==> config.mk <==
export PLATFORM = sky130hd
export DESIGN_NAME = column_rx_flat
export DESIGN_NICKNAME = d
export VERILOG_FILES = /design/src/rtl/column_rx_if.sv /design/src/rtl/column_rx.sv /design/src/flat_wrapper.sv
export SDC_FILE = /design/constraint.sdc
export NUM_CORES = 1
export LEC_CHECK = 0
export BUFFER_PORTS_ARGS = -buffer_cell sky130_fd_sc_hd__buf_2
export CAP_MARGIN = 10
export CORE_ASPECT_RATIO = 0.75
export CORE_MARGIN = 1.5
export CORE_UTILIZATION = 38
export DETAILED_ROUTE_END_ITERATION = 8
export GPL_TIMING_DRIVEN = 1
export PLACE_DENSITY = 0.62
export SETUP_SLACK_MARGIN = 0.5
export SYNTH_ARGS = -nofsm -noshare
export SYNTH_HDL_FRONTEND = slang
export SYNTH_SLANG_ARGS = --single-unit
export TNS_END_PERCENT = 20
==> constraint.sdc <==
create_clock -name clk -period 3 [get_ports clk]
set_clock_uncertainty 0.15 [all_clocks]
set_input_delay 0.6 -clock clk [delete_from_list [all_inputs] [get_ports clk]]
set_output_delay 0.6 -clock clk [all_outputs]
set_load 0.01 [all_outputs]
==> src/rtl/column_rx_if.sv <==
// column_rx_if: serial column-select bus plus the decoded column outputs.
// The master side drives the serial pins and the slave side decodes them.
interface column_rx_if #(
    parameter int SPI_SIZE = 8,
    parameter int NUM_COLS = 16
);
    localparam int IDX_W = (NUM_COLS > 1) ? $clog2(NUM_COLS) : 1;

    // Asynchronous serial pins
    logic                ser_clk;
    logic                ser_data;
    logic                ser_stcp;
    logic                ser_n_enable;

    // Decoded column state
    logic [SPI_SIZE-1:0] col_q;
    logic                col_strobe;
    logic [IDX_W-1:0]    col_idx;
    logic                col_idx_valid;
    logic                extra_bit;
    logic                out_en;
    logic                frame_err;
    logic [7:0]          err_cnt;

    modport master (
        output ser_clk, ser_data, ser_stcp, ser_n_enable,
        input  col_q, col_strobe, col_idx, col_idx_valid,
        input  extra_bit, out_en, frame_err, err_cnt
    );

    modport slave (
        input  ser_clk, ser_data, ser_stcp, ser_n_enable,
        output col_q, col_strobe, col_idx, col_idx_valid,
        output extra_bit, out_en, frame_err, err_cnt
    );
endinterface

==> src/rtl/column_rx.sv <==
// column_rx: receives a shift-register style serial stream (clock, data,
// storage latch, active-low enable), latches frames into col_q and tracks
// which matrix column is currently selected.
// Optional frame-length checking is enabled by defining COLUMN_RX_ERR_EN.
module column_rx #(
    parameter int SPI_SIZE    = 8,
    parameter int NUM_COLS    = 16,
    parameter int SYNC_STAGES = 2
) (
    input  logic        clk,
    input  logic        rst,
    column_rx_if.slave  rx
);

    localparam int IDX_W = (NUM_COLS > 1) ? $clog2(NUM_COLS) : 1;
    localparam int CNT_W = $clog2(2 * SPI_SIZE);

    localparam logic [CNT_W-1:0] CNT_MAX  = CNT_W'(2 * SPI_SIZE - 1);
    localparam logic [CNT_W-1:0] CNT_FULL = CNT_W'(SPI_SIZE);
    localparam logic [IDX_W-1:0] IDX_MAX  = IDX_W'(NUM_COLS - 1);

    // Synchronizer channel positions
    localparam int CH_CLK  = 0;
    localparam int CH_DATA = 1;
    localparam int CH_STCP = 2;
    localparam int CH_EN   = 3;

    typedef enum logic [1:0] {
        S_IDLE,
        S_SHIFT,
        S_LATCH
    } state_t;

    // ------------------------------------------------------------------
    // Input synchronizers
    // ------------------------------------------------------------------
    logic [3:0] sync_q [SYNC_STAGES];

    logic ser_clk_s;
    logic ser_data_s;
    logic ser_stcp_s;
    logic en_s;

    // Shift every serial pin through SYNC_STAGES flops. The enable is
    // inverted before synchronizing so a cleared chain means outputs off.
    always_ff @(posedge clk or posedge rst) begin
        if (rst) begin
            for (int unsigned i = 0; i < SYNC_STAGES; i++) begin
                sync_q[i] <= '0;
            end
        end else begin
            sync_q[0] <= {~rx.ser_n_enable, rx.ser_stcp, rx.ser_data, rx.ser_clk};
            for (int unsigned i = 1; i < SYNC_STAGES; i++) begin
                sync_q[i] <= sync_q[i-1];
            end
        end
    end

    assign ser_clk_s  = sync_q[SYNC_STAGES-1][CH_CLK];
    assign ser_data_s = sync_q[SYNC_STAGES-1][CH_DATA];
    assign ser_stcp_s = sync_q[SYNC_STAGES-1][CH_STCP];
    assign en_s       = sync_q[SYNC_STAGES-1][CH_EN];

    // ------------------------------------------------------------------
    // Edge detection on synchronized strobes
    // ------------------------------------------------------------------
    logic clk_prev_q;
    logic stcp_prev_q;
    logic clk_rise;
    logic stcp_rise;

    // Remember last synchronized level of ser_clk and ser_stcp.
    always_ff @(posedge clk or posedge rst) begin
        if (rst) begin
            clk_prev_q  <= 1'b0;
            stcp_prev_q <= 1'b0;
        end else begin
            clk_prev_q  <= ser_clk_s;
            stcp_prev_q <= ser_stcp_s;
        end
    end

    assign clk_rise  = ser_clk_s  & ~clk_prev_q;
    assign stcp_rise = ser_stcp_s & ~stcp_prev_q;

    // ------------------------------------------------------------------
    // Receiver FSM
    // ------------------------------------------------------------------
    state_t state_q, state_d;
    logic   latch_go;

    // A latch request is only taken outside the one-cycle latch state.
    assign latch_go = stcp_rise && (state_q != S_LATCH);

    // State register.
    always_ff @(posedge clk or posedge rst) begin
        if (rst) begin
            state_q <= S_IDLE;
        end else begin
            state_q <= state_d;
        end
    end

    // Next-state selection.
    always_comb begin
        state_d = state_q;
        case (state_q)
            S_IDLE: begin
                if (latch_go) begin
                    state_d = S_LATCH;
                end else if (clk_rise) begin
                    state_d = S_SHIFT;
                end
            end
            S_SHIFT: begin
                if (latch_go) begin
                    state_d = S_LATCH;
                end
            end
            S_LATCH: begin
                state_d = clk_rise ? S_SHIFT : S_IDLE;
            end
            default: state_d = S_IDLE;
        endcase
    end

    // ------------------------------------------------------------------
    // Shift register, bit counter, storage register, column index
    // ------------------------------------------------------------------
    logic [SPI_SIZE-1:0] shift_q, shift_d;
    logic [CNT_W-1:0]    bit_cnt_q, bit_cnt_d;
    logic [CNT_W-1:0]    cnt_shift;
    logic [SPI_SIZE-1:0] col_q_q, col_q_d;
    logic [IDX_W-1:0]    col_idx_q, col_idx_d;
    logic                col_idx_valid_q, col_idx_valid_d;
    logic                col_strobe_q;

    // Datapath next-state. The shift is evaluated before the latch so a
    // coincident ser_clk/ser_stcp pair stores the post-shift frame.
    always_comb begin
        shift_d         = shift_q;
        cnt_shift       = bit_cnt_q;
        col_q_d         = col_q_q;
        col_idx_d       = col_idx_q;
        col_idx_valid_d = col_idx_valid_q;

        if (clk_rise) begin
            shift_d = {shift_q[SPI_SIZE-2:0], ser_data_s};
            if (bit_cnt_q != CNT_MAX) begin
                cnt_shift = bit_cnt_q + 1'b1;
            end
        end

        bit_cnt_d = latch_go ? '0 : cnt_shift;

        if (latch_go) begin
            col_q_d = shift_d;
            if (!shift_d[0]) begin
                // Active-low select on bit 0 marks the first column
                col_idx_d       = '0;
                col_idx_valid_d = 1'b1;
            end else if (col_idx_valid_q) begin
                col_idx_d = (col_idx_q == IDX_MAX) ? '0 : col_idx_q + 1'b1;
            end else begin
                col_idx_d = '0;
            end
        end
    end

    // Datapath registers; strobe is high for the cycle after S_LATCH.
    always_ff @(posedge clk or posedge rst) begin
        if (rst) begin
            shift_q         <= '0;
            bit_cnt_q       <= '0;
            col_q_q         <= '0;
            col_idx_q       <= '0;
            col_idx_valid_q <= 1'b0;
            col_strobe_q    <= 1'b0;
        end else begin
            shift_q         <= shift_d;
            bit_cnt_q       <= bit_cnt_d;
            col_q_q         <= col_q_d;
            col_idx_q       <= col_idx_d;
            col_idx_valid_q <= col_idx_valid_d;
            col_strobe_q    <= (state_q == S_LATCH);
        end
    end

    // ------------------------------------------------------------------
    // Frame-length checking
    // ------------------------------------------------------------------
`ifdef COLUMN_RX_ERR_EN
    logic       err_pend_q, err_pend_d;
    logic       frame_err_q, frame_err_d;
    logic [7:0] err_cnt_q, err_cnt_d;

    // Capture frame length at latch time, report it alongside col_strobe.
    always_comb begin
        err_pend_d  = err_pend_q;
        frame_err_d = 1'b0;
        err_cnt_d   = err_cnt_q;
        if (latch_go) begin
            err_pend_d = (cnt_shift != CNT_FULL);
        end
        if ((state_q == S_LATCH) && err_pend_q) begin
            frame_err_d = 1'b1;
            if (err_cnt_q != 8'hFF) begin
                err_cnt_d = err_cnt_q + 8'd1;
            end
        end
    end

    // Error registers.
    always_ff @(posedge clk or posedge rst) begin
        if (rst) begin
            err_pend_q  <= 1'b0;
            frame_err_q <= 1'b0;
            err_cnt_q   <= '0;
        end else begin
            err_pend_q  <= err_pend_d;
            frame_err_q <= frame_err_d;
            err_cnt_q   <= err_cnt_d;
        end
    end

    assign rx.frame_err = frame_err_q;
    assign rx.err_cnt   = err_cnt_q;
`else
    assign rx.frame_err = 1'b0;
    assign rx.err_cnt   = '0;
`endif

    // ------------------------------------------------------------------
    // Outputs
    // ------------------------------------------------------------------
    assign rx.col_q         = col_q_q;
    assign rx.col_strobe    = col_strobe_q;
    assign rx.col_idx       = col_idx_q;
    assign rx.col_idx_valid = col_idx_valid_q;
    assign rx.extra_bit     = col_q_q[1];
    assign rx.out_en        = en_s;

endmodule

==> src/flat_wrapper.sv <==
// flat-port wrapper written by rule: the top's interface ports become plain ports
module column_rx_flat 
#(
    parameter int SPI_SIZE    = 8,
    parameter int NUM_COLS    = 16,
    parameter int SYNC_STAGES = 2
)
  (clk, rst, rx_ser_clk, rx_ser_data, rx_ser_stcp, rx_ser_n_enable, rx_col_q, rx_col_strobe, rx_col_idx, rx_col_idx_valid, rx_extra_bit, rx_out_en, rx_frame_err, rx_err_cnt);
  column_rx_if #(.SPI_SIZE(SPI_SIZE), .NUM_COLS(NUM_COLS)) rx_i ();
  input  logic clk;
  input  logic rst;
  input wire logic [$bits(rx_i.ser_clk)-1:0] rx_ser_clk;
  input wire logic [$bits(rx_i.ser_data)-1:0] rx_ser_data;
  input wire logic [$bits(rx_i.ser_stcp)-1:0] rx_ser_stcp;
  input wire logic [$bits(rx_i.ser_n_enable)-1:0] rx_ser_n_enable;
  output wire logic [$bits(rx_i.col_q)-1:0] rx_col_q;
  output wire logic [$bits(rx_i.col_strobe)-1:0] rx_col_strobe;
  output wire logic [$bits(rx_i.col_idx)-1:0] rx_col_idx;
  output wire logic [$bits(rx_i.col_idx_valid)-1:0] rx_col_idx_valid;
  output wire logic [$bits(rx_i.extra_bit)-1:0] rx_extra_bit;
  output wire logic [$bits(rx_i.out_en)-1:0] rx_out_en;
  output wire logic [$bits(rx_i.frame_err)-1:0] rx_frame_err;
  output wire logic [$bits(rx_i.err_cnt)-1:0] rx_err_cnt;
  assign rx_i.ser_clk = rx_ser_clk;
  assign rx_i.ser_data = rx_ser_data;
  assign rx_i.ser_stcp = rx_ser_stcp;
  assign rx_i.ser_n_enable = rx_ser_n_enable;
  assign rx_col_q = rx_i.col_q;
  assign rx_col_strobe = rx_i.col_strobe;
  assign rx_col_idx = rx_i.col_idx;
  assign rx_col_idx_valid = rx_i.col_idx_valid;
  assign rx_extra_bit = rx_i.extra_bit;
  assign rx_out_en = rx_i.out_en;
  assign rx_frame_err = rx_i.frame_err;
  assign rx_err_cnt = rx_i.err_cnt;
  column_rx #(.SPI_SIZE(SPI_SIZE), .NUM_COLS(NUM_COLS), .SYNC_STAGES(SYNC_STAGES)) u_core (.clk(clk), .rst(rst), .rx(rx_i));
endmodule
==> run_results.csv <==
group,metric,value,unit
logic_synthesis,synth_top_family_by_area,"simple AND/OR/NAND/NOR gates",
cells_and_area,n_antenna_cell,0,
floorplanning,initial_utilization,0.402,
logic_synthesis,synth-main-ff-cell,"dfrtp_1",
logic_synthesis,yosys.area_share.simple,0.153,
worst_setup_path,critPathRequiredTime,3.05,ns
cts,cts_tree,"done",
cts,holdBufCountCts,0,
global_routing,grt_max_degree,35,
detailed_routing,vias,778,
global_routing,overflow,0,
logic_synthesis,synth_compound_area_frac,0.0233,
cts,numCtsBuffers,5,
logic_synthesis,synthAdderAreaFrac,0.00933,
worst_setup_path,crit_path_end_kind,"flop",
logic_synthesis,postSynth.asyncResetShare,1.00,
power,pwr_density_cell,792,nW/um2
worst_setup_path,worstSetupStartpointType,"flop",
logic_synthesis,synth_warnings,0,
placement,place_hpwl,1320,um
cts,clockBufferDepth,2,
logic_synthesis,ys_ff_latch,34,
outcome,status,"completed",
detailed_routing,via_per_inst,4.40,
worst_setup_path,path_max_fanout,12,
timing,setup_tns,0,ns
floorplanning,chipHeight,54.5,um
cells_and_area,drive_above_1_share,0.285,
logic_synthesis,synth_top_area_share,0.634,
detailed_routing,remaining_drc_errors,0,
logic_synthesis,synthXorXnorAreaFrac,0,
timing,holdWs,0.198,ns
detailed_routing,dr.pass1.iters,5,
cells_and_area,nNetsFinal,143,
worst_setup_path,critPathKind,"reg -> reg",
detailed_routing,drt-initial-drc-count,36,
logic_synthesis,syn_area_per_cell,12.0,um2
timing,final.min_clock_period,1.76,ns
global_routing,grt_pass1_wl,3530,um
timing,rsz0062_at_grt,"no",
timing,max_freq,569,MHz
timing,slew_viol_final,0,
detailed_routing,final_antenna_net_count,0,
placement,io_buffers,21,
placement,place_congestion,0.701,
job,maxCapViolCount,0,
floorplanning,pin_count,31,
cts,clock_latency,0.29,ns
floorplanning,die_x,71.6,um
detailed_routing,wire_per_inst,11.4,um
cts,clk_pin_slew,0.07,ns
floorplanning,rows,18,
logic_synthesis,syn_area,1340,um2
global_routing,grt_usage,0.132,
floorplanning,coreArea,3330,um2
logic_synthesis,ys_top_cells_by_count,"dfrtp_1 (34), nand2_1 (28), buf_4 (10), mux2_2 (7), inv_1 (4)",
logic_synthesis,synth_most_common_cell,"dfrtp_1",
logic_synthesis,netlist_instances,112,
logic_synthesis,ys_types,27,
global_routing,antenna_found_initial,0,
power,p_leak,0.781,nW
logic_synthesis,yosysTopAreaCell,"dfrtp_1",
cts,root_buffer,"clkbuf_8",
timing,final_hold_viol_count,0,
global_routing,grt_pass1_vias,763,
cells_and_area,syn_to_final_growth,14.0,%
timing,finalSetupViolCount,0,
logic_synthesis,ys_seq_area_frac,0.634,
logic_synthesis,synth_edf_count,0,
timing,relSlewSlack,0.494,
logic_synthesis,synth_area_leaders,"dfrtp_1 (63%), nand2_1 (7.8%), mux2_2 (5.9%), buf_4 (5.6%), mux2i_4 (1.7%)",
worst_setup_path,worstPathArrival,1.81,ns
cts,clock-sinks,34,
timing,finalCritPeriodShare,0.586,
cts,htree_levels,2,
floorplanning,dieArea,3900,um2
cts,ctsResizeCount,0,
timing,tightest_slew,0.756,ns
power,peakVddDrop,0.000325,V
cts,postCtsSetupRepairBufs,0,
detailed_routing,totalWireLength,2020,um
logic_synthesis,synthMuxAreaShare,0.0942,
min_path,hp-class,"reg -> reg",
-- cells by family after synthesis --
family          Yosys count
fa+ha+maj                 1
simple gates             44
compound gates            5
mux                      10
buf+inv                  17
flops                    34
other cells               1
-- flip-flops by register name, indices dropped and copies added (netlist names), 2 cells and up --
signal	flops
u_core.sync_q	4
u_core.rx.col_idx	4
u_core.state_q	2
u_core.shift_q	8
u_core.rx.col_q	8
-- through the flow --
stage / util / cell area (um2) / power [mW] / cells / setup slack (ns)
floorplan: - / 1370 / 0.801 / 120 / 1.50
global placement: 0.431 / 1440 / 0.870 / 169 / 1.29
detailed placement: 0.431 / 1440 / 0.880 / 169 / 1.19
CTS: 0.459 / 1530 / 1.23 / 177 / 1.18
global route: 0.459 / 1530 / 1.30 / 177 / 0.988
finish: 0.459 / 1530 / 1.21 / 177 / 1.24
-- worst paths after layout --
check | slack, ns | startpoint | cells past startpoint | end
max reg2reg | 1.24 | u_core.state_q[1] | 4 | u_core.rx.col_idx[0]
min | 0.20 | u_core.sync_q[4] | 0 | u_core.ser_clk_s
max | 1.24 | u_core.state_q[1] | 4 | u_core.rx.col_idx[0]
max in group asynchronous | 2.15 | rst | 3 | u_core.shift_q[3]
min in group asynchronous | 0.24 | rst | 3 | u_core.sync_q[4]
min reg2reg | 0.20 | u_core.sync_q[4] | 0 | u_core.ser_clk_s
-- worst max-delay path: stages, from the launching register on --
cell	delay [ns]
dfrtp_1	0.39
nor2b_1	0.15
nor2_1	0.59
nand2_1	0.15
o31ai_1	0.22
-- placed cells by master (no fill, tap or decap) --
cell | netlist | routed
clkbuf_8 | 0 | 6
buf_2 | 2 | 21
nor2b_4 | 1 | 1
clkbuf_1 | 0 | 1
nand3_1 | 3 | 3
inv_1 | 4 | 4
nor2b_1 | 1 | 1
nor2_1 | 3 | 3
nand3b_1 | 1 | 1
or2_1 | 2 | 2
o22ai_1 | 1 | 1
buf_4 | 10 | 1
dfrtp_1 | 34 | 34
nand2b_1 | 2 | 2
mux2i_4 | 1 | 1
and3_1 | 1 | 1
and2_1 | 1 | 1
mux2_4 | 1 | 1
ha_1 | 1 | 1
o31ai_1 | 1 | 1
conb_1 | 1 | 9
nand2_1 | 28 | 28
nand4b_1 | 1 | 1
a21oi_1 | 1 | 1
o21a_1 | 1 | 1
mux2i_1 | 1 | 1
o21ai_0 | 1 | 1
mux2_2 | 7 | 7
clkinv_2 | 0 | 1
-- cell type report --
| class | count | area (um2) |
|---|---|---|
| Sequential cell | 34 | 851 |
| Inverter | 4 | 15.0 |
| Clock inverter | 1 | 5.00 |
| Clock buffer | 7 | 86.3 |
| Fill cell | 339 | 1800 |
| Tap cell | 40 | 50.0 |
| Timing Repair Buffer | 22 | 113 |
| Multi-Input combinational cell | 69 | 409 |
-- power breakdown --
group	switching [mW]	internal (mW)	leakage, nW	total [mW]
Clock	0.159	0.185	0.0482	0.344
Sequential	0.0588	0.563	0.411	0.622
Combinational	0.130	0.115	0.322	0.245
Total	0.348	0.863	0.781	1.21
-- metal layers --
| metal | vias to the layer above | GRT usage | wire length (um) |
|---|---|---|---|
| li1 | 386 | - | - |
| met1 | 365 | 0.155 | 950 |
| met2 | 22 | 0.191 | 865 |
| met3 | 5 | 0.0737 | 150 |
| met4 | 0 | 0.0755 | 49 |
| met5 | - | 0 | 0 |
Power figures use the tool's default switching activity.
